$ cat src/rtl/button_scan_mux_selector_pkg.sv
// Shared constants and helpers for the button-driven switch selector.
// Holds default timing constants, button slot indices and a width helper.
package button_scan_mux_selector_pkg;

  localparam int DEF_DEBOUNCE_CYCLES = 1_000_000;
  localparam int DEF_SCAN_PERIOD     = 50_000_000;

  localparam int NUM_BTNS  = 4;
  localparam int BTN_UP    = 0;
  localparam int BTN_DOWN  = 1;
  localparam int BTN_LEFT  = 2;
  localparam int BTN_RIGHT = 3;

  // Bits needed to count 0..n-1, never fewer than one.
  function automatic int clog2(input int n);
    int w;
    w = 1;
    while ((1 << w) < n) begin
      w = w + 1;
    end
    return w;
  endfunction

endpackage

$ cat src/rtl/button_debounce_pulse.sv
// Synchronises and debounces one raw button; emits a one-cycle pulse on an accepted press.
// Latency: raw edge to pulse is 2 sync cycles plus DEBOUNCE_CYCLES; no flow control.
module button_debounce_pulse
  import button_scan_mux_selector_pkg::*;
#(
  parameter int DEBOUNCE_CYCLES = DEF_DEBOUNCE_CYCLES
) (
  input  logic i_clk,
  input  logic i_rst_n,
  input  logic i_raw,
  output logic o_level,
  output logic o_pulse
);

  localparam int               CNT_W    = clog2(DEBOUNCE_CYCLES);
  localparam logic [CNT_W-1:0] CNT_LAST = CNT_W'(DEBOUNCE_CYCLES - 1);

  logic             r_meta;
  logic             r_sync;
  logic             r_level;
  logic             r_pulse;
  logic [CNT_W-1:0] r_cnt;

  always_ff @(posedge i_clk) begin
    if (!i_rst_n) begin
      r_meta  <= 1'b0;
      r_sync  <= 1'b0;
      r_level <= 1'b0;
      r_pulse <= 1'b0;
      r_cnt   <= '0;
    end else begin
      r_meta  <= i_raw;
      r_sync  <= r_meta;
      r_pulse <= 1'b0;
      if (r_sync == r_level) begin
        r_cnt <= '0;
      end else if (r_cnt == CNT_LAST) begin
        // The differing level has now held for the full window.
        r_cnt   <= '0;
        r_level <= r_sync;
        r_pulse <= r_sync;
      end else begin
        r_cnt <= r_cnt + CNT_W'(1);
      end
    end
  end

  assign o_level = r_level;
  assign o_pulse = r_pulse;

endmodule

$ cat src/rtl/button_scan_mux_selector.sv
// Button-stepped N:1 switch selector with auto-scan and output hold, driving board LEDs.
// Selected bit is registered one cycle after the index; no flow control, buttons are debounced.
module button_scan_mux_selector
  import button_scan_mux_selector_pkg::*;
#(
  parameter int NUM_INPUTS      = 16,
  parameter int SEL_WIDTH       = 4,
  parameter int DEBOUNCE_CYCLES = DEF_DEBOUNCE_CYCLES,
  parameter int SCAN_PERIOD     = DEF_SCAN_PERIOD
) (
  input  logic                  clkFromBoard,
  input  logic                  resetButtonActiveLow,
  input  logic [NUM_INPUTS-1:0] physicalSwitchInputs,
  input  logic                  upBtn,
  input  logic                  downBtn,
  input  logic                  leftBtn,
  input  logic                  rightBtn,
  output logic                  selectedBitLED,
  output logic [SEL_WIDTH-1:0]  selectIndexLEDs,
  output logic                  scanModeLED,
  output logic                  holdLED
);

  localparam int                   PAD_W     = 2 ** SEL_WIDTH;
  localparam int                   SCAN_W    = clog2(SCAN_PERIOD);
  localparam logic [SEL_WIDTH-1:0] IDX_LAST  = SEL_WIDTH'(NUM_INPUTS - 1);
  localparam logic [SCAN_W-1:0]    SCAN_LAST = SCAN_W'(SCAN_PERIOD - 1);

  logic [NUM_BTNS-1:0]   w_btn_raw;
  logic [NUM_BTNS-1:0]   w_btn_pulse;
  logic [NUM_BTNS-1:0]   w_btn_level_unused;

  logic [NUM_INPUTS-1:0] r_sw_meta;
  logic [NUM_INPUTS-1:0] r_sw_sync;
  logic [PAD_W-1:0]      w_sw_pad;

  logic [SEL_WIDTH-1:0]  r_index;
  logic [SCAN_W-1:0]     r_scan_cnt;
  logic                  r_scan;
  logic                  r_hold;
  logic                  r_sel;

  logic                  w_up;
  logic                  w_down;
  logic                  w_left;
  logic                  w_right;
  logic                  w_tick;
  logic                  w_hold_next;
  logic [SEL_WIDTH-1:0]  w_idx_inc;
  logic [SEL_WIDTH-1:0]  w_idx_dec;
  logic [SEL_WIDTH-1:0]  w_index_next;
  logic [SCAN_W-1:0]     w_scan_cnt_next;

  assign w_btn_raw[BTN_UP]    = upBtn;
  assign w_btn_raw[BTN_DOWN]  = downBtn;
  assign w_btn_raw[BTN_LEFT]  = leftBtn;
  assign w_btn_raw[BTN_RIGHT] = rightBtn;

  for (genvar g = 0; g < NUM_BTNS; g++) begin : g_btn
    button_debounce_pulse #(
      .DEBOUNCE_CYCLES(DEBOUNCE_CYCLES)
    ) u_debounce (
      .i_clk  (clkFromBoard),
      .i_rst_n(resetButtonActiveLow),
      .i_raw  (w_btn_raw[g]),
      .o_level(w_btn_level_unused[g]),
      .o_pulse(w_btn_pulse[g])
    );
  end

  assign w_up    = w_btn_pulse[BTN_UP];
  assign w_down  = w_btn_pulse[BTN_DOWN];
  assign w_left  = w_btn_pulse[BTN_LEFT];
  assign w_right = w_btn_pulse[BTN_RIGHT];

  // Zero-extend so any index value addresses a real bit.
  assign w_sw_pad    = PAD_W'(r_sw_sync);
  assign w_tick      = r_scan && (r_scan_cnt == SCAN_LAST);
  assign w_hold_next = r_hold ^ w_right;

  always_comb begin
    w_idx_inc    = (r_index == IDX_LAST) ? '0 : r_index + SEL_WIDTH'(1);
    w_idx_dec    = (r_index == '0) ? IDX_LAST : r_index - SEL_WIDTH'(1);
    w_index_next = r_index;
    if (w_up && w_down) begin
      w_index_next = r_index;
    end else if (w_up) begin
      w_index_next = w_idx_inc;
    end else if (w_down) begin
      w_index_next = w_idx_dec;
    end else if (w_tick) begin
      w_index_next = w_idx_inc;
    end
  end

  // Manual steps and mode toggles restart the scan period.
  always_comb begin
    w_scan_cnt_next = r_scan_cnt + SCAN_W'(1);
    if (w_left || !r_scan || w_up || w_down || w_tick) begin
      w_scan_cnt_next = '0;
    end
  end

  always_ff @(posedge clkFromBoard) begin
    if (!resetButtonActiveLow) begin
      r_sw_meta  <= '0;
      r_sw_sync  <= '0;
      r_index    <= '0;
      r_scan_cnt <= '0;
      r_scan     <= 1'b0;
      r_hold     <= 1'b0;
      r_sel      <= 1'b0;
    end else begin
      r_sw_meta  <= physicalSwitchInputs;
      r_sw_sync  <= r_sw_meta;
      r_index    <= w_index_next;
      r_scan_cnt <= w_scan_cnt_next;
      r_scan     <= r_scan ^ w_left;
      r_hold     <= w_hold_next;
      if (!w_hold_next) begin
        r_sel <= w_sw_pad[r_index];
      end
    end
  end

  assign selectedBitLED  = r_sel;
  assign selectIndexLEDs = r_index;
  assign scanModeLED     = r_scan;
  assign holdLED         = r_hold;

endmodule

$ cat config.mk
export PLATFORM = sky130hd
export DESIGN_NAME = button_scan_mux_selector
export DESIGN_NICKNAME = d
export VERILOG_FILES = /design/src/rtl/button_scan_mux_selector_pkg.sv /design/src/rtl/button_debounce_pulse.sv /design/src/rtl/button_scan_mux_selector.sv
export SDC_FILE = /design/constraint.sdc
export NUM_CORES = 1
export LEC_CHECK = 0
export ABC_AREA = 1
export CAP_MARGIN = 10
export CORE_MARGIN = 2
export CORE_UTILIZATION = 40
export DETAILED_ROUTE_END_ITERATION = 10
export DONT_BUFFER_PORTS = 1
export GPL_TIMING_DRIVEN = 0
export PLACE_DENSITY = 0.52
export SETUP_SLACK_MARGIN = 0.05
export SKIP_LAST_GASP = 1
export SYNTH_ARGS = -nofsm -noshare
export SYNTH_HDL_FRONTEND = slang
export SYNTH_HIERARCHICAL = 1
export SYNTH_SLANG_ARGS = --single-unit
$ cat constraint.sdc
create_clock -name clkFromBoard -period 2.79 [get_ports clkFromBoard]
set_clock_uncertainty 0.2 [all_clocks]
set_input_delay 0.837 -clock clkFromBoard [delete_from_list [all_inputs] [get_ports clkFromBoard]]
set_output_delay 0.837 -clock clkFromBoard [all_outputs]
set_load 0.005 [all_outputs]
==> Word-level counts from Yosys, hierarchy flattened <==
Cells that the tools add are included.
{ "totals": {"ff_bits": 161, "elab_cells": 87, "out_inout_bits": 7, "in_bits": 22} }
{ "classes": {"n_lt_le_gt_ge": 1, "bitwise": 12, "n_mux": 7, "eq_ne": 10, "n_reduce_logical": 23, "add_sub_neg": 7} }
{ "ops": {"columns": ["cell", "n"], "rows": [
  ["$add A20 B1 Y20 const B", 4],
  ["$eq A20 B20 Y1 const B", 4],
  ["$add A26 B1 Y26 const B", 1],
  ["$eq A26 B26 Y1 const B", 1],
  ["$reduce_or A3 Y1", 8],
  ["$mux W4", 5],
  ["$not A1 Y1", 10],
  ["$reduce_and A2 Y1", 5],
  ["$lt A4 B5 Y1 const B", 1],
  ["$add A4 B1 Y4 const B", 1],
  ["$bmux W1 S4", 1],
  ["$eq A1 B1 Y1", 4],
  ["$eq A4 B4 Y1 const B", 1],
  ["$logic_not A4 Y1", 1],
  ["$logic_or A1 B1 Y1", 4],
  ["$sub A4 B1 Y4 const B", 1],
  ["$reduce_bool A3 Y1", 1],
  ["$logic_and A1 B1 Y1", 2],
  ["$reduce_or A2 Y1", 1],
  ["$xor A1 B1 Y1", 2],
  ["$logic_not A1 Y1", 1],
  ["$mux W1", 1]
]} }

==> Logic depth before layout (Yosys ltp) <==
{ "depth": {"depth_word": 6, "depth_mapped": 10, "mapped_depth_nobuf": 10} }

==> Hierarchy <==
Netlist, hierarchy kept.
{ "modules_own_cells": {"columns": ["mod", "seq_area_each_um2", "area_each_um2", "n_inst", "cells_each"], "rows": [
  ["button_debounce_pulse", 480.5, 1242.4, 4, 171],
  ["button_scan_mux_selector", 1301.2, 2846.5, 1, 389]
]} }

==> Worst setup path before layout <==
No wires, ideal clock.
{ "synth_timing": {"path_type": "input-to-reg", "startpoint": "input port resetButtonActiveLow", "endpoint": "register g_btn[0].u_debounce.r_cnt[15]", "n_path_buf": 1, "arrival_time_ns": 1.420, "required_ns": 2.524, "setup_slack_ns": 1.104, "setup_ns": 0.066, "path_stages": 5, "path_cell_list": "o21ai_1 -> a21oi_4 -> nand2_4 -> buf_12 -> a21oi_2"} }
{ "synth_between": {"elab_chain_cells": 2} }
{ "synth_lines": {"columns": ["item", "line_no", "rtl"], "rows": [
  ["start, declared", "button_scan_mux_selector.sv:12", "input logic resetButtonActiveLow,"],
  ["$not A1 Y1 (no source line)", null, null],
  ["$reduce_or A3 Y1 (no source line)", null, null],
  ["end signal, assigned", "button_debounce_pulse.sv:43", "r_cnt <= r_cnt + CNT_W'(1);"],
  ["end, declared", "button_debounce_pulse.sv:22", "logic [CNT_W-1:0] r_cnt;"]
]} }
Every way passes these cells.
A chain may end at the register's enable or synchronous reset.

==> Worst setup path in the final report <==
{ "layout_timing": {"startpoint": "register r_index[1], in the netlist selectIndexLEDs[1]", "endpoint": "output port selectIndexLEDs[1]"} }
{ "layout_lines": {"columns": ["item", "line_no", "rtl"], "rows": [
  ["start, declared", "button_scan_mux_selector.sv:37", "logic [SEL_WIDTH-1:0] r_index;"],
  ["start signal, assigned", "button_scan_mux_selector.sv:116", "r_index <= w_index_next;"],
  ["end, declared", "button_scan_mux_selector.sv:19", "output logic [SEL_WIDTH-1:0] selectIndexLEDs,"]
]} }
No word-level cell between the ends.

==> results_dict.tcl <==
set metrics [dict create \
    status "finished clean" \
    p_leak_nw 2.99 \
    yosys_register_bits 161 \
    swShare 0.244 \
    seq_area_frac_synth 0.412 \
    finalHoldViolCount 0 \
    cts_tree "built" \
    min_path_cells 2 \
    wl_per_cell_um 11.7 \
    ios 29 \
    rsz0062_at_grt "false" \
    portBuffers 0 \
    internal-power_mw 3.55 \
    p_seq_frac 0.497 \
    yosys_warnings 6 \
    antenna_found_initial 0 \
    cts_root_buffer "clkbuf_16" \
    final_common_cell "nand2_1" \
    avgViaCountPerCell 4.63 \
    worstPathArrival_ns 0.96 \
    yosys-mux-area-fraction 0 \
    relSlewSlack 0.665 \
    num-nets-final 1122 \
    n_antenna_cell 0 \
    clockBufferDepth 2 \
    wl_um 16000 \
    slew_viol_final 0 \
    grt_first_pass_wirelength_um 28100 \
    syn_to_final_growth_pct 11.7 \
    globalplace.congestion 0.830 \
    synth_area_um2 7820 \
    final_cell_mix "239 x nand2_1, 161 x dfxtp_1, 153 x nor2_1, 136 x inv_1, 62 x nor2_2" \
    grt.total_usage 0.171 \
    hold_ws_ns 0.212 \
    worstPathRequired_ns 1.75 \
    dieArea_um2 20700 \
    clock_latency_ns 0.44 \
    synth-edff-count 0 \
    setup_violations 0 \
    p_per_area_nw_per_um2 538 \
    via_count 6339 \
    die_h_um 144 \
    path_clk_slew_ns 0.07 \
    totalPowerFinal_mw 4.70 \
    rows 51 \
    finalNonFillerCells 1370 \
    p_sw_mw 1.14 \
    dpl.hpwl_um 12100 \
    synth_adder_area_share 0.0128 \
    grt_pass1_vias 6137 \
    firstDrtPassIters 5 \
    max_cap_violations 0 \
    fillers 1995 \
    drc 0 \
    fin_crit_ns 2.00 \
    cts_hold_buf 0 \
    r2r_cells 9 \
    crit_fanout 8 \
    synth_nets 1103 \
    crit_path_end_kind "output port" \
    synth_compound_area_frac 0.0692 \
    synthDistinctLibCells 39 \
    synth-main-ff-cell "dfxtp_1" \
    avgSynthCellArea_um2 7.28 \
    min-delay-path-class "reg2reg" \
    cts_setup_buffers 0 \
    gr-total-overflow 0 \
    cts_buffers 17 \
    crit_type "reg2out" \
    finalCritPeriodShare 0.717 \
    grt_max_degree 19 \
    clkSinkCount 161 \
    dp.cells 1338 \
    synth_top_family_by_area "simple AND/OR/NAND/NOR gates" \
    core_um2 19300 \
    synthArstFlopShare 0 \
    post-route-util 0.452 \
    synthCells 1073 \
    synthSimpleGateAreaFrac 0.380 \
    clockPowerShare 0.487 \
    die_x_um 144 \
    max_freq_mhz 500 \
    synthXorXnorAreaFrac 0.0415 \
    drt_iter0_drc 207 \
    ant_nets 0 \
    initial_core_util 0.404 \
    finalSetupTns_ns 0 \
    cp-start-kind "flop" \
    vdd_drop_max_mv 0.360 \
    drive_gt1_frac 0.148 \
    worst_pin_slew_ns 0.503 \
    cts_resized 0 \
    crit_cells 0 \
    p_comb_frac 0.016 \
    htree_num_levels 4 \
]
-- cells in the mapped netlist, types with 2 or more instances --
cell type	count	area, um^2
buf_2	2	10.0
clkinv_1	4	15.0
nand3_2	10	100
nor2_4	7	78.8
nand2_1	239	897
a21oi_4	4	65.1
or2_2	11	68.8
xor2_1	24	210
nand3b_1	6	45.0
ha_1	8	100
nor2_1	153	574
buf_6	2	22.5
nor3_1	15	75.1
xnor2_1	13	114
nand2_4	5	56.3
inv_1	136	510
o21ai_0	14	70.1
dfxtp_1	161	3220
o21ai_1	4	20.0
a21oi_1	53	265
a21oi_2	5	43.8
o22ai_1	5	31.3
and2_1	4	25.0
nand4_1	36	225
nor2_2	62	388
nand3_1	50	250
o21bai_1	4	30.0
buf_12	4	80.1
or2_0	4	25.0
nand2_2	16	100
clkbuf_1	4	15.0
-- kinds of logic after synthesis --
kind of cell	after synthesis
AOI/OAI and AO/OA	91
xor gates and xnor gates	37
adders and majority gates	8
buffers and inverters	153
DFF	161
and+or+nand+nor	623
-- area by class of cell --
type / instances / area, um^2 / share of cell area
sequential: 161 / 3220 / 0.369
multi-input combinational: 759 / 3940 / 0.451
clock buffer: 17 / 425 / 0.0487
tap: 265 / 332 / 0.0380
inverter: 141 / 529 / 0.0606
buffer: 12 / 128 / 0.0146
clock inverter: 15 / 159 / 0.0182
-- power groups by stage --
stage | registers (mW) | logic, mW | clock network [mW]
global placement | 2.39 | 0.0762 | 0
detailed placement | 2.39 | 0.0765 | 0
floorplan | 2.39 | 0.0605 | 0
finish | 2.34 | 0.0745 | 2.29
CTS | 2.34 | 0.0766 | 2.36
global route | 2.34 | 0.0873 | 2.46
-- state kept, by name, summed over array words and instances, names as in the netlist, 4 cells and up --
signal	cells
g_btn.u_debounce/o_level	4
g_btn.u_debounce/o_pulse	4
g_btn.u_debounce/r_cnt	80
g_btn.u_debounce/r_meta	4
g_btn.u_debounce/r_sync	4
r_scan_cnt	26
r_sw_meta	16
r_sw_sync	16
selectIndexLEDs	4
-- worst reg2reg max path: cells and delay by family (launching register included) --
kind	cells	cell delay, ns
and+or+nand+nor	7	0.77
DFF	1	0.35
adders and majority gates	1	0.21
buffers and inverters	1	0.18
-- metrics by stage --
step	setup slack (ns)	instance area, um^2
finish	0.790	8730
global route	0.719	8730
CTS	0.759	8730
detailed placement	0.764	8150
global placement	0.776	8150
floorplan	1.10	7820
-- layer usage --
layer / wire length, um / global-route usage / up-vias
li1: - / - / 3425
met1: 7820 / 0.220 / 2819
met2: 7420 / 0.280 / 76
met3: 564 / 0.0383 / 19
met4: 218 / 0.0650 / 0
met5: 0 / 0 / -
-- path summary, 6_finish.rpt --
path | startpoint | end | slack [ns]
setup / recovery | selectIndexLEDs[1]$_SDFFE_PN0P_ | selectIndexLEDs[1] | 0.79
setup reg to reg | r_scan_cnt[0]$_SDFF_PP0_ | r_scan_cnt[21]$_SDFF_PP0_ | 0.97
hold reg to reg | g_btn[0].u_debounce/r_meta$_SDFF_PN0_ | g_btn[0].u_debounce/r_sync$_SDFF_PN0_ | 0.21
hold / removal | g_btn[0].u_debounce/r_meta$_SDFF_PN0_ | g_btn[0].u_debounce/r_sync$_SDFF_PN0_ | 0.21
No activity file was read; power rests on OpenSTA's default activity.
